File: config.mk
export PLATFORM = sky130hd
export DESIGN_NAME = mul_hilo_sequencer_flat
export DESIGN_NICKNAME = d
export VERILOG_FILES = /design/src/rtl/mul_hilo_sequencer_if.sv /design/src/rtl/mul_hilo_sequencer.sv /design/src/flat_wrapper.sv
export SDC_FILE = /design/constraint.sdc
export NUM_CORES = 1
export LEC_CHECK = 0
export CELL_PAD_IN_SITES_DETAIL_PLACEMENT = 0
export CELL_PAD_IN_SITES_GLOBAL_PLACEMENT = 2
export CORE_ASPECT_RATIO = 0.8
export CORE_MARGIN = 4
export CORE_UTILIZATION = 26
export DETAILED_ROUTE_END_ITERATION = 7
export GPL_ROUTABILITY_DRIVEN = 0
export PLACE_DENSITY = 0.91
export SETUP_SLACK_MARGIN = 0.3
export SLEW_MARGIN = 20
export SYNTH_ARGS = -nofsm -noshare
export SYNTH_HDL_FRONTEND = slang
export SYNTH_SLANG_ARGS = --single-unit
File: constraint.sdc
create_clock -name clk -period 3.2 [get_ports clk]
set_input_delay 0.32 -clock clk [delete_from_list [all_inputs] [get_ports clk]]
set_output_delay 0.32 -clock clk [all_outputs]
set_load 0.1 [all_outputs]
File: src/rtl/mul_hilo_sequencer_if.sv
// Handshake and array-multiplier bus for mul_hilo_sequencer.
// The slave side is the sequencer; the master side is the execute/writeback pipeline plus the array.
interface mul_hilo_sequencer_if #(
    parameter int WIDTH = 32
) ();
    logic               in_valid;
    logic               in_ready;
    logic [WIDTH-1:0]   op_a;
    logic [WIDTH-1:0]   op_b;
    logic               is_signed;
    logic               flush;
    logic [WIDTH-1:0]   mul_a;
    logic [WIDTH-1:0]   mul_b;
    logic [2*WIDTH-1:0] mul_p;
    logic               out_valid;
    logic               out_ready;
    logic [WIDTH-1:0]   hi;
    logic [WIDTH-1:0]   lo;
    logic               busy;

    modport slave (
        input  in_valid, op_a, op_b, is_signed, flush, mul_p, out_ready,
        output in_ready, mul_a, mul_b, out_valid, hi, lo, busy
    );

    modport master (
        output in_valid, op_a, op_b, is_signed, flush, mul_p, out_ready,
        input  in_ready, mul_a, mul_b, out_valid, hi, lo, busy
    );
endinterface

File: src/rtl/mul_hilo_sequencer.sv
// Sequencer around a combinational array multiplier: takes signed/unsigned operands,
// feeds magnitudes to the array, waits SETTLE_CYCLES edges, then sign-corrects into HI/LO.
module mul_hilo_sequencer #(
    parameter int WIDTH         = 32,
    parameter int SETTLE_CYCLES = 2
) (
    input  logic                 clk,
    input  logic                 rst_n,
    mul_hilo_sequencer_if.slave  bus
);
    localparam int                 MSB      = WIDTH - 1;
    localparam logic [3:0]         CNT_LAST = 4'(SETTLE_CYCLES - 1);
    localparam logic [WIDTH-1:0]   ONE_OP   = WIDTH'(1);
    localparam logic [2*WIDTH-1:0] ONE_PROD = (2*WIDTH)'(1);

    typedef enum logic [1:0] {
        ST_IDLE = 2'd0,
        ST_WAIT = 2'd1,
        ST_DONE = 2'd2
    } state_t;

    state_t             r_state;
    logic [3:0]         r_cnt;
    logic               r_neg;
    logic [WIDTH-1:0]   r_mul_a;
    logic [WIDTH-1:0]   r_mul_b;
    logic [WIDTH-1:0]   r_hi;
    logic [WIDTH-1:0]   r_lo;
    logic               r_out_valid;
    logic               r_busy;
    logic               r_in_ready;

    logic               w_a_neg;
    logic               w_b_neg;
    logic [WIDTH-1:0]   w_mag_a;
    logic [WIDTH-1:0]   w_mag_b;
    logic [2*WIDTH-1:0] w_prod_fixed;

    // The most negative value negates to itself, which read unsigned is its true magnitude.
    assign w_a_neg      = bus.is_signed & bus.op_a[MSB];
    assign w_b_neg      = bus.is_signed & bus.op_b[MSB];
    assign w_mag_a      = w_a_neg ? (~bus.op_a + ONE_OP) : bus.op_a;
    assign w_mag_b      = w_b_neg ? (~bus.op_b + ONE_OP) : bus.op_b;
    assign w_prod_fixed = r_neg ? (~bus.mul_p + ONE_PROD) : bus.mul_p;

    always_ff @(posedge clk or negedge rst_n) begin
        if (!rst_n) begin
            r_state     <= ST_IDLE;
            r_cnt       <= 4'd0;
            r_neg       <= 1'b0;
            r_mul_a     <= '0;
            r_mul_b     <= '0;
            r_hi        <= '0;
            r_lo        <= '0;
            r_out_valid <= 1'b0;
            r_busy      <= 1'b0;
            r_in_ready  <= 1'b1;
        end else if (bus.flush) begin
            // Abort wins over everything; HI/LO and the array inputs keep their values.
            r_state     <= ST_IDLE;
            r_cnt       <= 4'd0;
            r_out_valid <= 1'b0;
            r_busy      <= 1'b0;
            r_in_ready  <= 1'b1;
        end else begin
            case (r_state)
                ST_IDLE: begin
                    if (bus.in_valid) begin
                        r_mul_a    <= w_mag_a;
                        r_mul_b    <= w_mag_b;
                        r_neg      <= w_a_neg ^ w_b_neg;
                        r_cnt      <= 4'd0;
                        r_state    <= ST_WAIT;
                        r_busy     <= 1'b1;
                        r_in_ready <= 1'b0;
                    end
                end
                ST_WAIT: begin
                    if (r_cnt == CNT_LAST) begin
                        {r_hi, r_lo} <= w_prod_fixed;
                        r_out_valid  <= 1'b1;
                        r_state      <= ST_DONE;
                    end else begin
                        r_cnt <= r_cnt + 4'd1;
                    end
                end
                ST_DONE: begin
                    if (bus.out_ready) begin
                        r_out_valid <= 1'b0;
                        r_state     <= ST_IDLE;
                        r_busy      <= 1'b0;
                        r_in_ready  <= 1'b1;
                    end
                end
                default: begin
                    r_state     <= ST_IDLE;
                    r_out_valid <= 1'b0;
                    r_busy      <= 1'b0;
                    r_in_ready  <= 1'b1;
                end
            endcase
        end
    end

    assign bus.in_ready  = r_in_ready;
    assign bus.mul_a     = r_mul_a;
    assign bus.mul_b     = r_mul_b;
    assign bus.out_valid = r_out_valid;
    assign bus.hi        = r_hi;
    assign bus.lo        = r_lo;
    assign bus.busy      = r_busy;
endmodule

File: src/flat_wrapper.sv
// flat-port wrapper written by rule: the top's interface ports become plain ports
module mul_hilo_sequencer_flat 
#(
    parameter int WIDTH         = 32,
    parameter int SETTLE_CYCLES = 2
)
  (clk, rst_n, bus_in_valid, bus_op_a, bus_op_b, bus_is_signed, bus_flush, bus_mul_p, bus_out_ready, bus_in_ready, bus_mul_a, bus_mul_b, bus_out_valid, bus_hi, bus_lo, bus_busy);
  mul_hilo_sequencer_if #(.WIDTH(WIDTH)) bus_i ();
  input  logic clk;
  input  logic rst_n;
  input wire logic [$bits(bus_i.in_valid)-1:0] bus_in_valid;
  input wire logic [$bits(bus_i.op_a)-1:0] bus_op_a;
  input wire logic [$bits(bus_i.op_b)-1:0] bus_op_b;
  input wire logic [$bits(bus_i.is_signed)-1:0] bus_is_signed;
  input wire logic [$bits(bus_i.flush)-1:0] bus_flush;
  input wire logic [$bits(bus_i.mul_p)-1:0] bus_mul_p;
  input wire logic [$bits(bus_i.out_ready)-1:0] bus_out_ready;
  output wire logic [$bits(bus_i.in_ready)-1:0] bus_in_ready;
  output wire logic [$bits(bus_i.mul_a)-1:0] bus_mul_a;
  output wire logic [$bits(bus_i.mul_b)-1:0] bus_mul_b;
  output wire logic [$bits(bus_i.out_valid)-1:0] bus_out_valid;
  output wire logic [$bits(bus_i.hi)-1:0] bus_hi;
  output wire logic [$bits(bus_i.lo)-1:0] bus_lo;
  output wire logic [$bits(bus_i.busy)-1:0] bus_busy;
  assign bus_i.in_valid = bus_in_valid;
  assign bus_i.op_a = bus_op_a;
  assign bus_i.op_b = bus_op_b;
  assign bus_i.is_signed = bus_is_signed;
  assign bus_i.flush = bus_flush;
  assign bus_i.mul_p = bus_mul_p;
  assign bus_i.out_ready = bus_out_ready;
  assign bus_in_ready = bus_i.in_ready;
  assign bus_mul_a = bus_i.mul_a;
  assign bus_mul_b = bus_i.mul_b;
  assign bus_out_valid = bus_i.out_valid;
  assign bus_hi = bus_i.hi;
  assign bus_lo = bus_i.lo;
  assign bus_busy = bus_i.busy;
  mul_hilo_sequencer #(.WIDTH(WIDTH), .SETTLE_CYCLES(SETTLE_CYCLES)) u_core (.clk(clk), .rst_n(rst_n), .bus(bus_i));
endmodule
==> metrics.md <==
| Metric | Value |
|---|---|
| Least-Margin Pin Slew | 1.042 ns |
| Cells after Synth | 873 |
| Async SR Flop Fraction | 100.0% |
| Max Slew Vio Count | 0 |
| Number of synthesized register bits | 138 |
| Layout cells sized above 1 | 8.666% |
| Max IR drop VDD | 398.1 uV |
| Critical Path AT | 2.80 ns |
| Initial antenna violation count | 1 |
| # nets final | 1282 |
| Die width | 200.3 um |
| Sw power | 5870 uW |
| Crit Path Max Fanout | 5 |
| First-pass GRT wire length | 41.37 mm |
| Hold_buf cts | 1 |
| Yosys cell types | 46 |
| Total Power | 10930 uW |
| EDFF count, synth | 0 |
| Clk buf depth | 2 |
| Lkg Pwr | 0.004608 uW |
| Dpl hpwl | 19.70 mm |
| Final hold vios | 0 |
| CP endpoint kind | register |
| Sequential share of the synthesized area | 44.92% |
| # H-tree levels | 4 |
| Clock Latency Late Sink | 0.42 ns |
| All-layer global routing usage | 15.88% |
| Area share of the largest cell type after synthesis | 44.57% |
| Post-route insts no fill | 1531 |
| Post-synth top area cell | dfrtp_1 |
| Core ar. | 29220 um^2 |
| Synth area leaders | dfrtp_1 45%, o21ai_0 9.6%, xor2_1 9.6%, nand2_1 7.8%, xnor2_1 4.0% |
| Clock root cell | clkbuf_16 |
| Post-CTS Setup Inserts | 0 |
| Final Cycle Share | 77.64% |
| Clock transition at path regs | 0.06 ns |
| Largest net degree at the start of global routing | 129 |
| Die Area | 32410 um^2 |
| Sum Neg Setup Slack | 0 ns |
| Max transition margin | 30.29% |
| # IOs | 265 |
| Flop pwr share | 23.6% |
| Startpoint types | input pin |
| MaxCap Viol Count | 0 |
| Number of synthesis warnings | 0 |
| Rows | 56 |
| ANT cells | 0 |
| Layout area overhead | 50.24% |
| Top-count cell post-synth | nand2_1 |
| Total gr overflow | 0 |
| Reg2reg path depth | 5 |
| Final wirelength | 26.08 mm |
| Clk network pwr share | 20.5% |
| DR pass1 iterations | 5 |
| Comb pwr share | 55.8% |
| Synth cell count leaders | 160 x nand2_1, 147 x o21ai_0, 137 x dfrtp_1 |
| PwrDens | 945.9 nW/um^2 |
| Status | completed |
| Final min period | 2.484 ns |
| Sink Count | 138 |
| Placed cells | 1500 |
| WL/cell | 17.03 um |
| Setup violators final | 0 |
| CTS Buf Count | 17 |
| Crit Path Category | in2reg |
| TritonCTS clock tree | built |
| Unrepaired setup endpoints after global routing | false |
| Synth Flop Type | dfrtp_1 |
| Layout Skew | 0.01148 ns |
| Syn Nets | 1012 |
| Hold Path Class | in2async |
| Syn Area/Cell | 8.810 um^2 |
| Final hold slack | 0.4003 ns |
| Switch share | 53.71% |
| PortBufs | 264 |
| FMAX | 402.5 MHz |
| Internal power | 5060 uW |
| Post-CTS Resized | 0 |
| Initial Utilization | 26.32% |
| Routed Antenna Nets | 0 |
| Die Y | 161.8 um |
| Post-DR vias/cell | 4.683 |
| Via Count | 7169 |
| Vias in the first global route | 7291 |
| Final core utilization | 39.55% |
| Synth Cell Area | 7691 um^2 |
| Initial DRC Count | 338 |
| Worst EP required | 3.52 ns |
| Residual DRC count | 0 |
-- registers in the layout, indices dropped and copies added, names as in the netlist --
| signal | cells |
|---|---|
| u_core.bus.hi | 32 |
| u_core.bus.lo | 32 |
| u_core.bus.mul_a | 32 |
| u_core.bus.mul_b | 32 |
| u_core.r_cnt | 4 |
| u_core.r_state | 2 |
| u_core.bus.busy | 1 |
| u_core.bus.in_ready | 1 |
| u_core.bus.out_valid | 1 |
| u_core.r_neg | 1 |
-- power groups by stage --
stage	registers (uW)	logic, uW	clock network (uW)
5_1_grt	2660	6340	2390
3_5_place_dp	2610	6130	0
2_1_floorplan	6350	729	0
6_report	2580	6100	2250
4_1_cts	2590	6140	2310
3_3_place_gp	2600	6110	0
-- layout by cell type (no fill, tap or decap), drive strengths merged, types with 3 or more instances in the layout --
cell type      netlist  final
clkdlybuf4s50        0    249
o21ai              166    166
nand2              160    160
dfrtp              137    137
xor2                84     84
buf                  2     47
nor2                42     42
xnor2               35     35
o31ai               33     33
or3                 23     23
clkbuf              44     20
a21oi               19     19
inv                 14     16
o41ai               16     16
or4                 15     15
nor3                15     15
nor4                12     12
nand2b               6      6
nand4                6      6
a31oi                5      5
nand3                5      5
ha                   5      5
bufinv               0      5
nor2b                4      4
or2                  4      4
nand3b               3      3
a311oi               3      3
-- worst paths after layout --
| path | startpoint | endpoint | slack [ns] |
|---|---|---|---|
| worst max-delay path | bus_op_a[1] | u_core.bus.mul_a[31] | 0.72 |
| worst min-delay path | rst_n | u_core.bus.hi[19] | 0.40 |
| worst max register to register | u_core.r_state[1] | u_core.bus.hi[18] | 0.91 |
| worst min register to register | u_core.bus.mul_a[17] | u_core.bus.mul_a[17] | 0.48 |
| max in group asynchronous | rst_n | u_core.bus.in_ready | 1.92 |
| min in group clk | u_core.bus.mul_a[17] | u_core.bus.mul_a[17] | 0.48 |
-- kinds of logic after synthesis --
kind of cell             count (synthesis)  synth area share (%)
flip-flops                             138                 44.92
AO/OA/AOI/OAI                          245                 18.51
adder cells (fa/ha/maj)                  5                0.8134
buffers and inverters                   60                 2.961
multiplexers                             2                0.2766
AND/OR/NAND/NOR                        304                 18.97
XOR/XNOR                               119                 13.55
-- critical path: stages --
cell and delay, ns:
clkdlybuf4s50_1 0.49, nor4_1 0.67, nand2b_1 0.15, or3_1 0.45, or4_1 0.44, a311oi_1 0.28
-- metrics by stage --
step	setup WS, ns	cell area, um^2
after detailed placement	0.2915	10890
after floorplan	0.9182	7691
after global placement	0.3034	10890
final	0.7155	11550
after global routing	0.4521	11550
after CTS	0.7464	11550
-- area by class of cell --
class	count	area, um^2
tap	377	471.7
multi-input combinational	675	4023
fill	2978	17660
clock inverter	10	188.9
inverter	14	52.55
timing repair buffer	297	2897
clock buffer	20	466.7
sequential	138	3456
-- routing by layer --
layer  share of wire (%)  vias up  track usage [%]
met3                 8.7       13            6.487
met1                  47     3344            20.93
met5               0.050        -                0
met4                0.71        2            3.033
met2                  44      224            24.95
li1                    -     3586                -
(Power assumes the default switching activity.)
==> RTL change: new RTL, config.mk and constraints unchanged <==
`WIDTH` is set to 32 in 3 places; all go to 64.
--- a/src/rtl/mul_hilo_sequencer_if.sv
+++ b/src/rtl/mul_hilo_sequencer_if.sv
@@ -3,3 +3,3 @@
 interface mul_hilo_sequencer_if #(
-    parameter int WIDTH = 32
+    parameter int WIDTH = 64
 ) ();
--- a/src/rtl/mul_hilo_sequencer.sv
+++ b/src/rtl/mul_hilo_sequencer.sv
@@ -3,3 +3,3 @@
 module mul_hilo_sequencer #(
-    parameter int WIDTH         = 32,
+    parameter int WIDTH         = 64,
     parameter int SETTLE_CYCLES = 2
--- a/src/flat_wrapper.sv
+++ b/src/flat_wrapper.sv
@@ -3,3 +3,3 @@
 #(
-    parameter int WIDTH         = 32,
+    parameter int WIDTH         = 64,
     parameter int SETTLE_CYCLES = 2
Interface: changed (7 resized); port bits go from 265 to 521. No check against the original RTL was run, so the function may have changed too.
==> RTL change against the original RTL <==
Hold slack worse by 0.018 ns; wire length grew to 2.7 times the old value; synthesized area is 110% higher; cell area is 110% higher; sequential cell count is 128 higher; setup slack worse by 0.33 ns; power is 110% higher; critical endpoint is now u_core.bus.hi[41]; largest power group unchanged.
==> RTL change: results (changes against the original RTL) <==
Outcome:
- The run finished with clean final reports.

Detailed routing:
- The met1 wire length was 28.6 mm (+130%).
- The total via count in the routed design is 17000 (+140%).
- The first-pass detailed-route iteration total is 7 (+2).
- The routed length on met3 is 6.38 mm (+180%).
- The per-cell routed wire length is 20.9 um (+22%).

Global routing:
- The met1 global-route usage is 0.258 (+0.0487).
- The via count of the first global-routing pass was 17500 (+140%).
- The met3 demand-to-capacity share in global routing is 0.0683 (+0.00342).
- The number of antenna violations at the first check in global routing was 6 (+5).
- The met2 track demand over resource was 0.352 (+0.103).

Yosys:
- The mean post-synth cell area was 8.38 um^2 (-4.9%).

CTS:
- The buffer depth of the longest clock path is 3 (+1).
- The total clock buffers created by CTS is 34 (+17).
- The total clock sinks is 266 (+93%).

Critical path:
- The end of the worst register-to-register path is u_core.bus.hi[8].
- For this design, the slowest cell found on the critical path is sky130_fd_sc_hd__or4_1.
- The delay contributed by the slowest stage of the critical path is 0.53 ns (-0.14 ns).
- The critical-path maximum fanout is 3 (-2).
- The most critical setup path has its startpoint at bus_mul_p[55].
- The data arrival time of the critical path is 3.22 ns (+0.42 ns).
- In this run the critical register-to-register path is launched from u_core.r_neg.

Power:
- The combinational cell fraction of total power is 0.590 (+0.032).
- The worst vdd rail ir drop is 0.000554 V (+39%).
- The total power density per cell area is 922 nW/um^2 (-2.5%).
- The cell leakage power is 9.82 nW (+110%).

Placement:
- The sum of net half-perimeters after detailed placement is 55.7 mm (+180%).
- The count of port buffers added during placement is 520 (+97%).
- The post-placement cell count came to 3299 (+120%).
- The worst-case setup slack after placement is -0.353 ns (-0.644 ns).

Timing:
- The timing-limited maximum frequency is 355 MHz (-12%).

Layout:
- The data-path buffer share of cell area in the final layout is 0.279 (+0.0281).
- The number of clock buffer instances in the layout is 47 (+140%).
- The clock network area share was 0.0450 (-0.0118).
- The total number of multi-input combinational cells came to 1500 (+120%).
- The non-clock buffer total of the final layout is 741 (+150%).
- The multi-input gate share of total cell area was 0.360 (+0.0115).
==> RTL change: changes by cell type in the layout (fill, tap and decap cells not counted), sizes merged, moves of 59 or more <==
cell           change
dfrtp            +128
nor3              +59
o21ai            +137
buf              +245
clkdlybuf4s50    +199
nor2              +71
xor2              +68
nand2            +169
==> RTL change: stage by stage <==
| step | TNS (ns) | instance area (um^2) |
|---|---|---|
| after floorplan | 0 | 15800 |
| after global placement | -3.83 | 23100 |
| after detailed placement | -4.36 | 23100 |
| after CTS | 0 | 24300 |
| after global routing | 0 | 24300 |
| final | 0 | 24300 |
==> RTL change: cells by family (layout without fill, tap and decap cells) <==
family          after synthesis  after routing  synth area share
other cells                   0              5                 0
xor+xnor                    238            238             0.132
compound gates              476            476             0.171
mux                           5              5           0.00325
fa+ha+maj                     5              5           0.00397
simple gates                776            776             0.239
flops                       266            266             0.422
buf+inv                     116            813            0.0286
